### src/rtl/hard_reset_receiver_if.sv
// Bundle of PHY receive indications, TCPM register writes and PE handshake
// around the hard-reset receiver.
interface hard_reset_receiver_if;
   logic        PHY_HardReset_Rcvd;
   logic        PHY_CableReset_Rcvd;
   logic [7:0]  iRECEIVE_DETECT;
   logic        RECEIVE_DETECT_WE;
   logic [15:0] iAlert_Clear;
   logic        PE_HR_Complete;
   logic [15:0] ALERT;
   logic [7:0]  oRECEIVE_DETECT;
   logic [7:0]  oRECEIVE_BYTE_COUNT;
   logic        PRL_Reset_Layer;
   logic        PE_Hard_Reset_Ind;
   logic        oReset_Type;
   logic        oHR_Busy;
   logic        oHR_Timeout;

   // Driver side: PHY, TCPM and PE
   modport master (
      output PHY_HardReset_Rcvd, PHY_CableReset_Rcvd, iRECEIVE_DETECT,
             RECEIVE_DETECT_WE, iAlert_Clear, PE_HR_Complete,
      input  ALERT, oRECEIVE_DETECT, oRECEIVE_BYTE_COUNT, PRL_Reset_Layer,
             PE_Hard_Reset_Ind, oReset_Type, oHR_Busy, oHR_Timeout
   );

   // Receiver side
   modport slave (
      input  PHY_HardReset_Rcvd, PHY_CableReset_Rcvd, iRECEIVE_DETECT,
             RECEIVE_DETECT_WE, iAlert_Clear, PE_HR_Complete,
      output ALERT, oRECEIVE_DETECT, oRECEIVE_BYTE_COUNT, PRL_Reset_Layer,
             PE_Hard_Reset_Ind, oReset_Type, oHR_Busy, oHR_Timeout
   );
endinterface

### src/rtl/hard_reset_receiver.sv
// Hard Reset / Cable Reset receive sequencer: resets the protocol layer,
// indicates to the PE, raises ALERT.ReceivedHardReset and waits for PE
// completion with a timeout.
//
// state       | meaning
// ------------+------------------------------------------------------
// IDLE        | one cycle after reset release
// WAIT_DETECT | armed; accepts RECEIVE_DETECT writes and detect pulses
// RESET_LAYER | pulse PRL_Reset_Layer, clear RECEIVE_DETECT/byte count
// INDICATE    | pulse PE_Hard_Reset_Ind, set ALERT[3] on exit
// WAIT_PE     | wait for PE_HR_Complete or timeout
// COMPLETE    | one cycle wrap-up, back to WAIT_DETECT
module hard_reset_receiver #(
   parameter int PE_TIMEOUT = 1000,
   parameter int CNT_W      = 16
) (
   input logic                CLK,
   input logic                reset,
   hard_reset_receiver_if.slave bus
);

   localparam logic [5:0] S_IDLE        = 6'b000001;
   localparam logic [5:0] S_WAIT_DETECT = 6'b000010;
   localparam logic [5:0] S_RESET_LAYER = 6'b000100;
   localparam logic [5:0] S_INDICATE    = 6'b001000;
   localparam logic [5:0] S_WAIT_PE     = 6'b010000;
   localparam logic [5:0] S_COMPLETE    = 6'b100000;
   localparam logic [5:0] S_BUSY_MASK   = S_RESET_LAYER | S_INDICATE | S_WAIT_PE | S_COMPLETE;

   localparam logic [CNT_W-1:0] C_LAST = CNT_W'(PE_TIMEOUT - 1);

   logic [5:0]       r_state;
   logic [5:0]       w_next;
   logic [CNT_W-1:0] r_cnt;
   logic [15:0]      r_alert;
   logic [7:0]       r_rx_detect;
   logic [7:0]       r_byte_count;
   logic             r_prl_reset;
   logic             r_pe_ind;
   logic             r_reset_type;
   logic             r_busy;
   logic             r_timeout;

   logic             w_cr;
   logic             w_hr;
   logic             w_detect;
   logic             w_timeout_hit;
   logic [15:0]      w_alert_set;

   // Detect qualification uses the register value before any same-cycle write
   assign w_cr          = bus.PHY_CableReset_Rcvd & r_rx_detect[6];
   assign w_hr          = bus.PHY_HardReset_Rcvd & r_rx_detect[5];
   assign w_detect      = w_cr | w_hr;
   assign w_timeout_hit = (r_cnt == C_LAST);
   assign w_alert_set   = (r_state == S_INDICATE) ? 16'h0008 : 16'h0000;

   // Next-state decode
   always_comb begin
      w_next = S_IDLE;
      case (r_state)
         S_IDLE:        w_next = S_WAIT_DETECT;
         S_WAIT_DETECT: w_next = w_detect ? S_RESET_LAYER : S_WAIT_DETECT;
         S_RESET_LAYER: w_next = S_INDICATE;
         S_INDICATE:    w_next = S_WAIT_PE;
         S_WAIT_PE:     w_next = (bus.PE_HR_Complete || w_timeout_hit) ? S_COMPLETE : S_WAIT_PE;
         S_COMPLETE:    w_next = S_WAIT_DETECT;
         default:       w_next = S_IDLE;
      endcase
   end

   // State, registered outputs, counter and register file
   always_ff @(posedge CLK) begin
      if (reset) begin
         r_state      <= S_IDLE;
         r_cnt        <= '0;
         r_alert      <= '0;
         r_rx_detect  <= '0;
         r_byte_count <= '0;
         r_prl_reset  <= 1'b0;
         r_pe_ind     <= 1'b0;
         r_reset_type <= 1'b0;
         r_busy       <= 1'b0;
         r_timeout    <= 1'b0;
      end else begin
         r_state     <= w_next;
         r_prl_reset <= (w_next == S_RESET_LAYER);
         r_pe_ind    <= (w_next == S_INDICATE);
         r_busy      <= |(w_next & S_BUSY_MASK);
         // Set wins over a same-cycle clear of bit 3
         r_alert     <= (r_alert & ~bus.iAlert_Clear) | w_alert_set;

         if (r_state == S_WAIT_DETECT && w_detect) begin
            r_reset_type <= w_cr;
            r_timeout    <= 1'b0;
         end

         // Completion beats timeout when both occur together
         if (r_state == S_WAIT_PE && !bus.PE_HR_Complete && w_timeout_hit)
            r_timeout <= 1'b1;

         if (r_state == S_RESET_LAYER) begin
            r_rx_detect  <= '0;
            r_byte_count <= '0;
         end else if (r_state == S_WAIT_DETECT && bus.RECEIVE_DETECT_WE) begin
            r_rx_detect  <= bus.iRECEIVE_DETECT;
         end

         // Counter exits at C_LAST so it never wraps; holds in other states
         if (r_state == S_RESET_LAYER || r_state == S_COMPLETE)
            r_cnt <= '0;
         else if (r_state == S_WAIT_PE)
            r_cnt <= r_cnt + 1'b1;
      end
   end

   assign bus.ALERT               = r_alert;
   assign bus.oRECEIVE_DETECT     = r_rx_detect;
   assign bus.oRECEIVE_BYTE_COUNT = r_byte_count;
   assign bus.PRL_Reset_Layer     = r_prl_reset;
   assign bus.PE_Hard_Reset_Ind   = r_pe_ind;
   assign bus.oReset_Type         = r_reset_type;
   assign bus.oHR_Busy            = r_busy;
   assign bus.oHR_Timeout         = r_timeout;

endmodule
### src/flat_wrapper.sv
// flat-port wrapper written by rule: the top's interface ports become plain ports
module hard_reset_receiver_flat 
#(
   parameter int PE_TIMEOUT = 1000,
   parameter int CNT_W      = 16
)
  (CLK, reset, bus_PHY_HardReset_Rcvd, bus_PHY_CableReset_Rcvd, bus_iRECEIVE_DETECT, bus_RECEIVE_DETECT_WE, bus_iAlert_Clear, bus_PE_HR_Complete, bus_ALERT, bus_oRECEIVE_DETECT, bus_oRECEIVE_BYTE_COUNT, bus_PRL_Reset_Layer, bus_PE_Hard_Reset_Ind, bus_oReset_Type, bus_oHR_Busy, bus_oHR_Timeout);
  hard_reset_receiver_if bus_i ();
  input logic CLK;
  input logic reset;
  input wire logic [$bits(bus_i.PHY_HardReset_Rcvd)-1:0] bus_PHY_HardReset_Rcvd;
  input wire logic [$bits(bus_i.PHY_CableReset_Rcvd)-1:0] bus_PHY_CableReset_Rcvd;
  input wire logic [$bits(bus_i.iRECEIVE_DETECT)-1:0] bus_iRECEIVE_DETECT;
  input wire logic [$bits(bus_i.RECEIVE_DETECT_WE)-1:0] bus_RECEIVE_DETECT_WE;
  input wire logic [$bits(bus_i.iAlert_Clear)-1:0] bus_iAlert_Clear;
  input wire logic [$bits(bus_i.PE_HR_Complete)-1:0] bus_PE_HR_Complete;
  output wire logic [$bits(bus_i.ALERT)-1:0] bus_ALERT;
  output wire logic [$bits(bus_i.oRECEIVE_DETECT)-1:0] bus_oRECEIVE_DETECT;
  output wire logic [$bits(bus_i.oRECEIVE_BYTE_COUNT)-1:0] bus_oRECEIVE_BYTE_COUNT;
  output wire logic [$bits(bus_i.PRL_Reset_Layer)-1:0] bus_PRL_Reset_Layer;
  output wire logic [$bits(bus_i.PE_Hard_Reset_Ind)-1:0] bus_PE_Hard_Reset_Ind;
  output wire logic [$bits(bus_i.oReset_Type)-1:0] bus_oReset_Type;
  output wire logic [$bits(bus_i.oHR_Busy)-1:0] bus_oHR_Busy;
  output wire logic [$bits(bus_i.oHR_Timeout)-1:0] bus_oHR_Timeout;
  assign bus_i.PHY_HardReset_Rcvd = bus_PHY_HardReset_Rcvd;
  assign bus_i.PHY_CableReset_Rcvd = bus_PHY_CableReset_Rcvd;
  assign bus_i.iRECEIVE_DETECT = bus_iRECEIVE_DETECT;
  assign bus_i.RECEIVE_DETECT_WE = bus_RECEIVE_DETECT_WE;
  assign bus_i.iAlert_Clear = bus_iAlert_Clear;
  assign bus_i.PE_HR_Complete = bus_PE_HR_Complete;
  assign bus_ALERT = bus_i.ALERT;
  assign bus_oRECEIVE_DETECT = bus_i.oRECEIVE_DETECT;
  assign bus_oRECEIVE_BYTE_COUNT = bus_i.oRECEIVE_BYTE_COUNT;
  assign bus_PRL_Reset_Layer = bus_i.PRL_Reset_Layer;
  assign bus_PE_Hard_Reset_Ind = bus_i.PE_Hard_Reset_Ind;
  assign bus_oReset_Type = bus_i.oReset_Type;
  assign bus_oHR_Busy = bus_i.oHR_Busy;
  assign bus_oHR_Timeout = bus_i.oHR_Timeout;
  hard_reset_receiver #(.PE_TIMEOUT(PE_TIMEOUT), .CNT_W(CNT_W)) u_core (.CLK(CLK), .reset(reset), .bus(bus_i));
endmodule
### config.mk
export PLATFORM = sky130hd
export DESIGN_NAME = hard_reset_receiver_flat
export DESIGN_NICKNAME = d
export VERILOG_FILES = /design/src/rtl/hard_reset_receiver_if.sv /design/src/rtl/hard_reset_receiver.sv /design/src/flat_wrapper.sv
export SDC_FILE = /design/constraint.sdc
export NUM_CORES = 1
export LEC_CHECK = 0
export BUFFER_PORTS_ARGS = -buffer_cell sky130_fd_sc_hd__buf_2
export CAP_MARGIN = 30
export CORE_MARGIN = 3
export CORE_UTILIZATION = 25
export CTS_CLUSTER_DIAMETER = 40
export DETAILED_ROUTE_END_ITERATION = 7
export SYNTH_ARGS = -nofsm -noshare
export SYNTH_HDL_FRONTEND = slang
export SYNTH_SLANG_ARGS = --single-unit
### constraint.sdc
create_clock -name CLK -period 2.2 [get_ports CLK]
set_input_delay 0.22 -clock CLK [delete_from_list [all_inputs] [get_ports CLK]]
set_output_delay 0.22 -clock CLK [all_outputs]
set_load 0.01 [all_outputs]
# [Yosys cells after proc, flatten, opt, wreduce, memory -nomap -nowiden]
# Cells that the tools add are included.
[classes] add_sub_neg=1 n_eq_ne=9 muxes=6 bitwise=6 reduce_logical=12
[ops] operator="one-hot mux 6 bit (5 select lines)" n=1
[ops] operator="adder 16 x 1 -> 16 bit (second input constant)" n=1
[ops] operator="bitwise AND 16 bit" n=1
[ops] operator="== test 16 x 10 -> 1 bit (second input constant)" n=1
[ops] operator="NOT 16 bit" n=1
[ops] operator="OR 16 bit" n=1
[ops] operator="== test 6 x 3 -> 1 bit (second input constant)" n=2
[ops] operator="== test 6 x 4 -> 1 bit (second input constant)" n=2
[ops] operator="== test 6 x 1 -> 1 bit (second input constant)" n=1
[ops] operator="== test 6 x 2 -> 1 bit (second input constant)" n=1
[ops] operator="== test 6 x 5 -> 1 bit (second input constant)" n=1
[ops] operator="== test 6 bit (second input constant)" n=1
[ops] operator="two-way mux 6 bit" n=1
[ops] operator="OR reduction 2 bit" n=3
[ops] operator="logical AND 1 bit" n=4
[ops] operator="two-way mux 4 bit" n=1
[ops] operator="OR reduction 4 bit" n=1
[ops] operator="two-way mux 3 bit" n=1
[ops] operator="bitwise AND 1 bit" n=2
[ops] operator="logical OR 1 bit" n=2
[ops] operator="two-way mux 1 bit" n=2
[ops] operator="nonzero test 2 bit" n=1
[ops] operator="logical NOT 1 bit" n=1
[ops] operator="OR 1 bit" n=1
[word_totals] reg_bits=51 input_bits=30 output_inout_bits=37 wordCells=43

# [Depth between registers and ports, before layout]
# Gate-level depths: netlist (run 1).
[logic_depth] ltp_word=5 ltp_mapped=6 mapped_depth_nobuf=5

# [Worst setup path before layout (run 1)]
# Ideal clock, no wire load.
[synth_path] kind="reg-to-reg" from="reg u_core.r_state[1]" to="reg u_core.r_cnt[13]" setup_time_ps=71 arrival_ps=2066 required_time_ps=2129 slack_ps=63 path_stages_with_launch=7 n_path_buf=2 period_less_slack_ps=2137 cell_sequence="dfxtp_1 -> buf_6 -> or4_4 -> or4_1 -> buf_2 -> or3_1 -> a21oi_1"
[synth_via] elab_chain_len=3 word_cells_on_any_way=5
[synth_rtl] item="start: declaration" line_no="hard_reset_receiver.sv:32" rtl="logic [5:0] r_state;"
[synth_rtl] item="start signal: assignment" line_no="hard_reset_receiver.sv:85" rtl="r_state <= w_next;"
[synth_rtl] item="== test 6 x 3 -> 1 bit or == test 6 bit (tied branches)" line_no="hard_reset_receiver.sv:109" rtl="if (r_state == S_RESET_LAYER || r_state == S_COMPLETE)"
[synth_rtl] item="logical OR 1 bit" line_no="hard_reset_receiver.sv:109"
[synth_rtl] item="OR reduction 2 bit (no line)"
[synth_rtl] item="end signal: assignment" line_no="hard_reset_receiver.sv:112" rtl="r_cnt <= r_cnt + 1'b1;"
[synth_rtl] item="end: declaration" line_no="hard_reset_receiver.sv:34" rtl="logic [CNT_W-1:0] r_cnt;"
# Several ways; a longest one is shown, not always the timed one.
# A chain may end at the register's enable or synchronous reset.

# [Final worst setup path (run 1)]
[layout_path] from="reg u_core.r_state[1]" to="reg u_core.r_cnt[11]"
# The elaborated chain is that of the path after synthesis.

==> impl_results.md, run 1 <==
- Status: finished clean
- Inserted Clock Buffers: 5
- Die height: slightly below 100 um
- Async set-or-reset flop fraction in the synthesized netlist: 0
- Minimum clock period: 2040 ps
- Clock power share: 0.382
- Worst path arrival time: roughly 2300 ps
- Core Footprint: roughly 8300 um^2
- Final Setup Violations: 0
- Reg2reg start: u_core.r_state[1]
- Clk_skew: between 6 and 7 ps
- R2R Path End: u_core.r_cnt[11]
- Worst-margin pin slew: between 500 and 600 ps
- Root buf cell: clkbuf_8
- Crit. End Element: register
- Internal Power: roughly 1500 uW
- Crit Path Class: reg2reg
- Max Clock Freq: 490 MHz
- Avg Cell Area, Syn: roughly 9.3 um^2
- Hold Buf Count CTS: 0
- H-tree depth: 2
- R2R Setup Slk: 160 ps
- Yosys warns: 0
- DR WL/cell: ~12 um
- Crit-path leading delay family: simple AND/OR/NAND/NOR gates
- Antenna diodes: 0
- Unrepaired setup endpoints after global routing: no
- Met2 wire len: between 2 and 2.5 mm
- Global route overflow: 0
- Final ANT Viol Nets: 0
- GRT Overall Usage: 0.0957
- #FFs+latches synth: 51
- DRC violation count after routing: 0
- Layout cells sized above 1: 0.280
- Critical path cell sequence: or4_4, or4_4, or3_1, a21oi_1
- Required time of the critical path: about 2400 ps
- Synth top area share: 0.480
- Largest cells by area after synthesis: dfxtp_1, nor3b_1, nor2_1
- Die footprint: ~9700 um^2
- MaxCap Viol Count: 0
- Seq pwr share: 0.487
- Switching part of the total power: 0.229
- Number of I/O port buffers: just under 60
- FF-to-FF path depth: 4
- Clk sink count: slightly above 50
- Max Slew Vio Count: 0
- Clock transition at path regs: 90 ps
- Ports: between 60 and 70
- Pre-Repair DR Iteration Count: 4
- Min-delay src: bus_iAlert_Clear[15]
- Top layer in use: met4
- Hold path depth: 2
- Starting DRT DRC Count: 51
- Slowest stage cell, crit path: or4_4
- Met3 WL: ~250 um
- Initial Util: 0.258
- Worst path bufs/invs: 0
- Pleak: 0.00117 uW
- Fin util: 0.325
- Seq/Total Area, Yosys: 0.480
- Max_slew headroom: 0.659
- Hold crit path type: in2reg
- Initial antenna violation count: 0
- Post-synth EDFFs: 0
- Via count: about 1,800
- DIE WIDTH: 98.3 um
- PwrDens: 734 nW/um^2
- P&R area growth vs syn: 26.0%
- TNS Setup: 0 ps
- Largest net degree at the start of global routing: 31
- Worst stage delay on the critical path: between 500 and 600 ps
- Wire length on met1: between 2 and 2.5 mm
- DP Wirelength: approximately 3.5 mm
- Number of hold violations in the final report: 0
- Maximum clock path buffer count: 2
- Library cells used by synthesis: 40
- Period utilization: 0.927
- Most numerous cell on the critical path: or4_4
- Most common cell in the netlist: dfxtp_1
- Maximum vdd drop: ~0.4 mV
- WHS Endpoint: u_core.bus.ALERT[15]
- Most instantiated cells after synthesis: dfxtp_1, nor2_1, nor3b_1
- Cell taking the most area after synthesis: dfxtp_1
- Clock latency on the worst-skew pair: 300 ps
- Gate Count Post-Synth: ~230
- Most used DFF post-synth: dfxtp_1
- Cell Area, Synth: approximately 2100 um^2
- Gate power share: 0.131
- Setup crit start kind: register
- Largest fanout on the critical path: 7
- First-pass GRT wire length: around 7.7 mm
- Final WL: around 4.6 mm
- Fill cells: between 800 and 900
- Vias in the first global route: 1,716
- Switch Pwr: 452 uW
- Routability cong.: 0.757
- Site row count: 33
- Drt via density: between 4 and 5
- Setup bufs post-CTS: 0
- Final #Nets: ~320
- CTS tree: built
[how the worst max path moves through the flow]
stage / startpoint / end / slack [ps] / cells past startpoint
after CTS: u_core.r_state[1] / u_core.r_cnt[11] / 80 / 4
after floorplan: u_core.r_state[1] / u_core.r_cnt[13] / 60 / 6
after global routing: u_core.r_state[1] / u_core.r_cnt[11] / 100 / 4
final: u_core.r_state[1] / u_core.r_cnt[11] / 160 / 4
after detailed placement: u_core.r_state[1] / u_core.r_cnt[11] / 120 / 4
after global placement: u_core.r_state[1] / u_core.r_cnt[13] / 150 / 4
[stage by stage]
stage | power [uW] | setup WS [ps] | std cells | hold slack, ps | area [um^2]
after floorplan | 1170 | 63.2 | 235 | 296 | 2150
after global placement | 1230 | 151 | 390 | 379 | 2550
after detailed placement | 1240 | 120 | 390 | 383 | 2550
after CTS | 1990 | 81.9 | 398 | 50.1 | 2680
after global routing | 2060 | 96.4 | 398 | 46.8 | 2680
final | 1970 | 160 | 398 | 61.1 | 2680
[routing by layer]
| metal | track usage | up-vias |
|---|---|---|
| met5 | 0 | - |
| met4 | 0.0378 | 0 |
| met3 | 0.0207 | 7 |
| met2 | 0.161 | 51 |
| met1 | 0.120 | 860 |
| li1 | - | 917 |
[flip-flops by register name, summed over array words and instances, names as in the netlist]
name,cells
u_core.r_state,6
u_core.bus.oRECEIVE_DETECT,8
u_core.bus.oHR_Busy,1
u_core.bus.PRL_Reset_Layer,1
u_core.bus.PE_Hard_Reset_Ind,1
u_core.bus.oReset_Type,1
u_core.bus.ALERT,16
u_core.r_cnt,16
u_core.bus.oHR_Timeout,1
[layout by cell type (no fill, tap or decap), types with 6 or more instances in the layout]
master,n
mux2i_1,8
xor2_1,6
buf_4,12
nand2_1,16
nand3_1,6
dfxtp_1,51
a21oi_1,12
buf_2,58
nand4_1,6
or3_1,9
conb_1,8
nor2_1,24
nor3b_1,17
[power by group through the flow]
stage               sequential, uW  clock, uW  combinational [uW]
finish                         959        753                 258
floorplan                      981          0                 187
CTS                            959        774                 260
global route                   964        806                 288
global placement               979          0                 253
detailed placement             981          0                 260
[timing repair]
item / in CTS / in global routing
gates resized for setup: 0 / 1
hold endpoints to repair: 0 / 0
endpoints found under the setup margin: 0 / 1
[kinds of logic (layout without fill, tap and decap cells)]
logic type	after synthesis	count (layout)	share of synthesized area
AND/OR/NAND/NOR	105	105	0.289
flip-flops	51	51	0.480
AO/OA/AOI/OAI	28	28	0.0788
buffers and inverters	23	81	0.0617
XOR/XNOR	11	11	0.0453
multiplexers	8	8	0.0376
adder cells (fa/ha/maj)	1	1	0.00588
other	1	8	0.00176
[cell type report]
cell class                      count  area, um^2  area share
Timing Repair Buffer               70         380       0.142
Clock buffer                        6        72.6      0.0271
Tap cell                          105         131      0.0490
Sequential cell                    51        1020       0.381
Inverter                            3        11.3     0.00420
Multi-Input combinational cell    161        1010       0.375
Clock inverter                      2        60.1      0.0224
Note: power is estimated with default switching activity, not from simulation.
==> inputs of run 2 (changes only) <==
--- a/config.mk
+++ b/config.mk
@@ -8,9 +8,10 @@
 export BUFFER_PORTS_ARGS = -buffer_cell sky130_fd_sc_hd__buf_2
 export CAP_MARGIN = 30
 export CORE_MARGIN = 3
-export CORE_UTILIZATION = 25
+export CORE_UTILIZATION = 50
 export CTS_CLUSTER_DIAMETER = 40
 export DETAILED_ROUTE_END_ITERATION = 7
+export PLACE_DENSITY = 0.78
 export SYNTH_ARGS = -nofsm -noshare
 export SYNTH_HDL_FRONTEND = slang
 export SYNTH_SLANG_ARGS = --single-unit
==> constraint.sdc (replaced) <==
create_clock -name CLK -period 2.6 [get_ports CLK]
set_input_delay 0.26 -clock CLK [delete_from_list [all_inputs] [get_ports CLK]]
set_output_delay 0.26 -clock CLK [all_outputs]
set_load 0.01 [all_outputs]
==> impl_results.md, run 2 (synthesis results as in run 1) <==
- Status: finished clean
- Inserted Clock Buffers: 5
- Hold Buf Count CTS: 0
- FF-to-FF path depth: 4
- Worst path arrival time: between 2000 and 3000 ps
- Critical path depth: 4
- Final WL: ~4.3 mm
- Initial Util: 0.525
- Worst-margin pin slew: approximately 520 ps
- Unrepaired setup endpoints after global routing: no
- Worst path bufs/invs: 0
- Clock latency on the worst-skew pair: 300 ps
- Number of I/O port buffers: 58
- Crit. End Element: register
- Max Slew Vio Count: 0
- DP Wirelength: ~3.2 mm
- Maximum vdd drop: ~0.35 mV
- Critical path cell sequence: or4_4, or4_1, or3_1, a21oi_1
- Minimum clock period: 2280 ps
- Setup crit start kind: register
- DRC violation count after routing: 0
- Period utilization: 0.877
- Crit-path leading delay family: simple AND/OR/NAND/NOR gates
- Clk_skew: 4.66 ps
- H-tree depth: 2
- Commonest non-fill, non-tap cells in the layout: buf_2, dfxtp_1, nor2_1, nor3b_1, nand2_1
- Starting DRT DRC Count: 86
- Hold crit path type: in2reg
- Layout cells sized above 1: 0.251
- Number of hold violations in the final report: 0
- Pleak: approximately 0.0011 uW
- Root buf cell: clkbuf_8
- Hold path depth: 2
- Crit Path Class: reg2reg
- Ports: 67
- P&R area growth vs syn: 16.9%
- Maximum clock path buffer count: 2
- Vias in the first global route: 1,713
- DIE WIDTH: 71.2 um
- Largest net degree at the start of global routing: 31
- Drt via density: approximately 5.3
- Clk sink count: slightly above 50
- Worst stage delay on the critical path: about 690 ps
- Initial antenna violation count: 0
- DR WL/cell: 12.9 um
- Die footprint: between 5000 and 6000 um^2
- Pre-Repair DR Iteration Count: 4
- Max_slew headroom: 0.655
- Final Setup Violations: 0
- Via count: 1,775
- Antenna diodes: 0
- Max Clock Freq: about 440 MHz
- First-pass GRT wire length: 7.35 mm
- CTS tree: built
- TNS Setup: 0 ps
- Site row count: 23
- MaxCap Viol Count: 0
- Clock transition at path regs: 90 ps
- Largest fanout on the critical path: 10
- Routability cong.: 0.815
- PwrDens: 575 nW/um^2
- Final #Nets: 313
- Global route overflow: 0
- Setup bufs post-CTS: 0
- CTS resizes: 0
- Slowest stage cell, crit path: or4_1
- Commonest non-fill, non-tap cell in the layout: buf_2
- Required time of the critical path: roughly 2800 ps
- WHS: 108 ps
- Final ANT Viol Nets: 0
- GRT Overall Usage: 0.178
- Core Footprint: 4060 um^2
- Die height: 71.2 um
-- run 2: cell count changes in the layout (fill, tap and decap cells not counted) --
cell        previous run  this run
or4_1                  3         4
clkinv_2               0         1
or4_4                  2         1
clkinvlp_4             0         1
bufinv_16              2         0
buf_4                 12         2
-- run 2: cell type report --
cell class              count  area, um^2
flip-flops and latches     51        1020
clock buffers               6        72.6
fillers                   355        1570
inverters                   3        11.3
repair buffers             60         305
well taps                  50        62.6
clock inverters             2        12.5
multi-input cells         161        1000
-- run 2: metal layers --
metal | track usage | part of all wire | vias up | routed length, um
met4 | 0.0689 | 0.010 | 0 | 44
li1 | - | - | 900 | -
met2 | 0.282 | 0.45 | 57 | 1950
met5 | 0 | 0 | - | 0
met1 | 0.229 | 0.47 | 813 | 2010
met3 | 0.0519 | 0.068 | 5 | 294
-- run 2: where the power goes --
group,internal [uW],switching [uW],total (uW)
clock network,188,248,437
logic,74.4,85.2,160
registers,801,32.6,834
-- run 2: worst paths after layout --
path                                              from                     end  slack, ps
worst max register to register       u_core.r_state[1]        u_core.r_cnt[15]        320
worst min register to register  u_core.bus.oHR_Timeout  u_core.bus.oHR_Timeout        460
worst max-delay path                 u_core.r_state[1]        u_core.r_cnt[15]        320
worst min-delay path              bus_iAlert_Clear[14]    u_core.bus.ALERT[14]        110
-- run 2: through the flow --
stage / setup WS (ps) / total power [uW] / cells / cell area, um^2 / utilization
final: 320 / 1430 / 333 / 2490 / 0.613
after CTS: 318 / 1450 / 333 / 2490 / 0.613
after detailed placement: 332 / 1010 / 325 / 2400 / 0.592
after global routing: 236 / 1500 / 333 / 2490 / 0.613
after floorplan: 463 / 989 / 235 / 2150 / -
after global placement: 385 / 1010 / 325 / 2400 / 0.592
==> inputs of run 3 (changes only) <==
--- a/config.mk
+++ b/config.mk
@@ -6,12 +6,14 @@
 export NUM_CORES = 1
 export LEC_CHECK = 0
 export BUFFER_PORTS_ARGS = -buffer_cell sky130_fd_sc_hd__buf_2
-export CAP_MARGIN = 30
+export CAP_MARGIN = 5
+export CELL_PAD_IN_SITES_DETAIL_PLACEMENT = 1
+export CELL_PAD_IN_SITES_GLOBAL_PLACEMENT = 2
 export CORE_MARGIN = 3
-export CORE_UTILIZATION = 50
+export CORE_UTILIZATION = 32
 export CTS_CLUSTER_DIAMETER = 40
 export DETAILED_ROUTE_END_ITERATION = 7
-export PLACE_DENSITY = 0.78
+export PLACE_DENSITY_LB_ADDON = 0.1
 export SYNTH_ARGS = -nofsm -noshare
 export SYNTH_HDL_FRONTEND = slang
 export SYNTH_SLANG_ARGS = --single-unit
==> impl_results.md, run 3 (synthesis results as in run 1) <==
- R2R Path End: u_core.r_cnt[15]
- Via count: 1,812
- Clk_skew: 8.40 ps
- Vias in the first global route: about 2,000
- Drt via density: 4.95
- Maximum vdd drop: 0.310 mV
- DIE WIDTH: between 80 and 90 um
- Hold Buf Count CTS: 0
- Final Setup Violations: 0
- Switch Pwr: about 400 uW
- Worst path bufs/invs: 0
- Reg2reg start: u_core.r_state[3]
- Starting DRT DRC Count: 50
- MaxCap Viol Count: 0
- Maximum clock path buffer count: 2
- Die footprint: approximately 7700 um^2
- Site row count: 29
- CTS resizes: 0
- Global route overflow: 0
- Setup crit start: u_core.r_state[3]
- Clock latency on the worst-skew pair: ~310 ps
- Worst stage delay on the critical path: roughly 720 ps
- Critical path depth: 4
- Routability cong.: around 0.7
- Number of I/O port buffers: 58
- Max Clock Freq: approximately 440 MHz
- CTS tree: built
- Clock transition at path regs: approximately 100 ps
- Setup crit start kind: register
- FF-to-FF path depth: 4
- Unrepaired setup endpoints after global routing: no
- Setup bufs post-CTS: 0
- Layout cells sized above 1: 0.266
- Core Footprint: ~6400 um^2
- PwrDens: 585 nW/um^2
- Internal Power: around 1100 uW
- Largest fanout on the critical path: 9
- Commonest non-fill, non-tap cells in the layout: buf_2, dfxtp_1, nor2_1, nor3b_1, nand2_1
- Critical path cell sequence: or4_4, or4_1, or3_1, a21oi_1
- H-tree depth: 2
- Hold crit path type: in2reg
- Seq pwr share: 0.539
- Minimum clock period: 2270 ps
- GRT Overall Usage: 0.157
- Crit path setup slack, layout: 335 ps
- Commonest non-fill, non-tap cell in the layout: buf_2
- Crit Path Class: reg2reg
- TNS Setup: 0 ps
- Worst-margin pin slew: 558 ps
- DP Wirelength: between 3 and 4 mm
- R2R Setup Slk: ~330 ps
- Setup crit end: u_core.r_cnt[15]
- Required time of the critical path: about 2900 ps
- Fin util: 0.403
- Inserted Clock Buffers: 5
- Status: finished clean
- Ports: 67
- Die height: about 88 um
- Number of hold violations in the final report: 0
- Antenna diodes: 0
- Period utilization: 0.871
- Crit. End Element: register
- Largest net degree at the start of global routing: 31
- P&R area growth vs syn: 20.8%
- Switching part of the total power: 0.270
- Pleak: around 0.0011 uW
- Slowest stage cell, crit path: or4_1
- Gate power share: 0.148
- Clk sink count: 51
- Final WL: 5.32 mm
- Initial Util: 0.333
- Max Slew Vio Count: 0
- Final ANT Viol Nets: 0
- Worst path arrival time: approximately 2500 ps
- Final #Nets: 319
- Initial antenna violation count: 0
- Max_slew headroom: 0.628
- Pre-CTS setup slack: 347 ps
- Crit-path leading delay family: simple AND/OR/NAND/NOR gates
- Root buf cell: clkbuf_8
- DRC violation count after routing: 0
- Clock power share: 0.313
- DR WL/cell: 14.5 um
- First-pass GRT wire length: between 9 and 10 mm
- Pre-Repair DR Iteration Count: 4
-- run 3: cell types whose count changed in the layout (fill, tap and decap cells not counted) --
cell	previous run	this run
buf_4	2	8
clkinv_2	1	0
clkinvlp_4	1	0
clkinv_4	0	2
-- run 3: through the flow --
stage | area, um^2 | hold slack, ps | power, uW | cells
floorplan | 2150 | 336 | 989 | 235
global placement | 2480 | 420 | 1060 | 358
detailed placement | 2480 | 424 | 1060 | 358
CTS | 2570 | 72.4 | 1540 | 366
global route | 2570 | 75.2 | 1600 | 366
finish | 2570 | 92.1 | 1500 | 366
-- run 3: how the worst min path moves through the flow --
stage / to / cells after the start / slack (ps) / startpoint
6_report: u_core.bus.ALERT[11] / 2 / 90 / bus_iAlert_Clear[11]
4_1_cts: u_core.bus.ALERT[1] / 2 / 70 / bus_iAlert_Clear[1]
5_1_grt: u_core.bus.ALERT[1] / 2 / 80 / bus_iAlert_Clear[1]
3_5_place_dp: u_core.bus.ALERT[4] / 2 / 420 / bus_iAlert_Clear[4]
2_1_floorplan: u_core.bus.ALERT[15] / 1 / 340 / bus_iAlert_Clear[15]
3_3_place_gp: u_core.bus.ALERT[8] / 2 / 420 / bus_iAlert_Clear[8]
-- run 3: area by class of cell --
class | count | area (um^2)
multi-input cells | 161 | 1000
flip-flops and latches | 51 | 1020
clock buffers | 6 | 72.6
repair buffers | 66 | 350
inverters | 3 | 11.3
clock inverters | 2 | 17.5
fillers | 794 | 3810
well taps | 77 | 96.3
-- run 3: layer usage --
metal,routed length [um],global-route usage,vias to the layer above
li1,-,-,909
met1,2510,0.206,848
met2,2280,0.229,50
met3,450,0.0640,5
met4,76,0.0656,0
met5,0,0,-
-- run 3: power groups by stage --
stage / Clock [uW] / Combinational, uW / Sequential (uW)
after global routing: 535 / 252 / 816
after floorplan: 0 / 159 / 830
after global placement: 0 / 228 / 828
after detailed placement: 0 / 225 / 830
after CTS: 502 / 226 / 812
final: 471 / 223 / 811
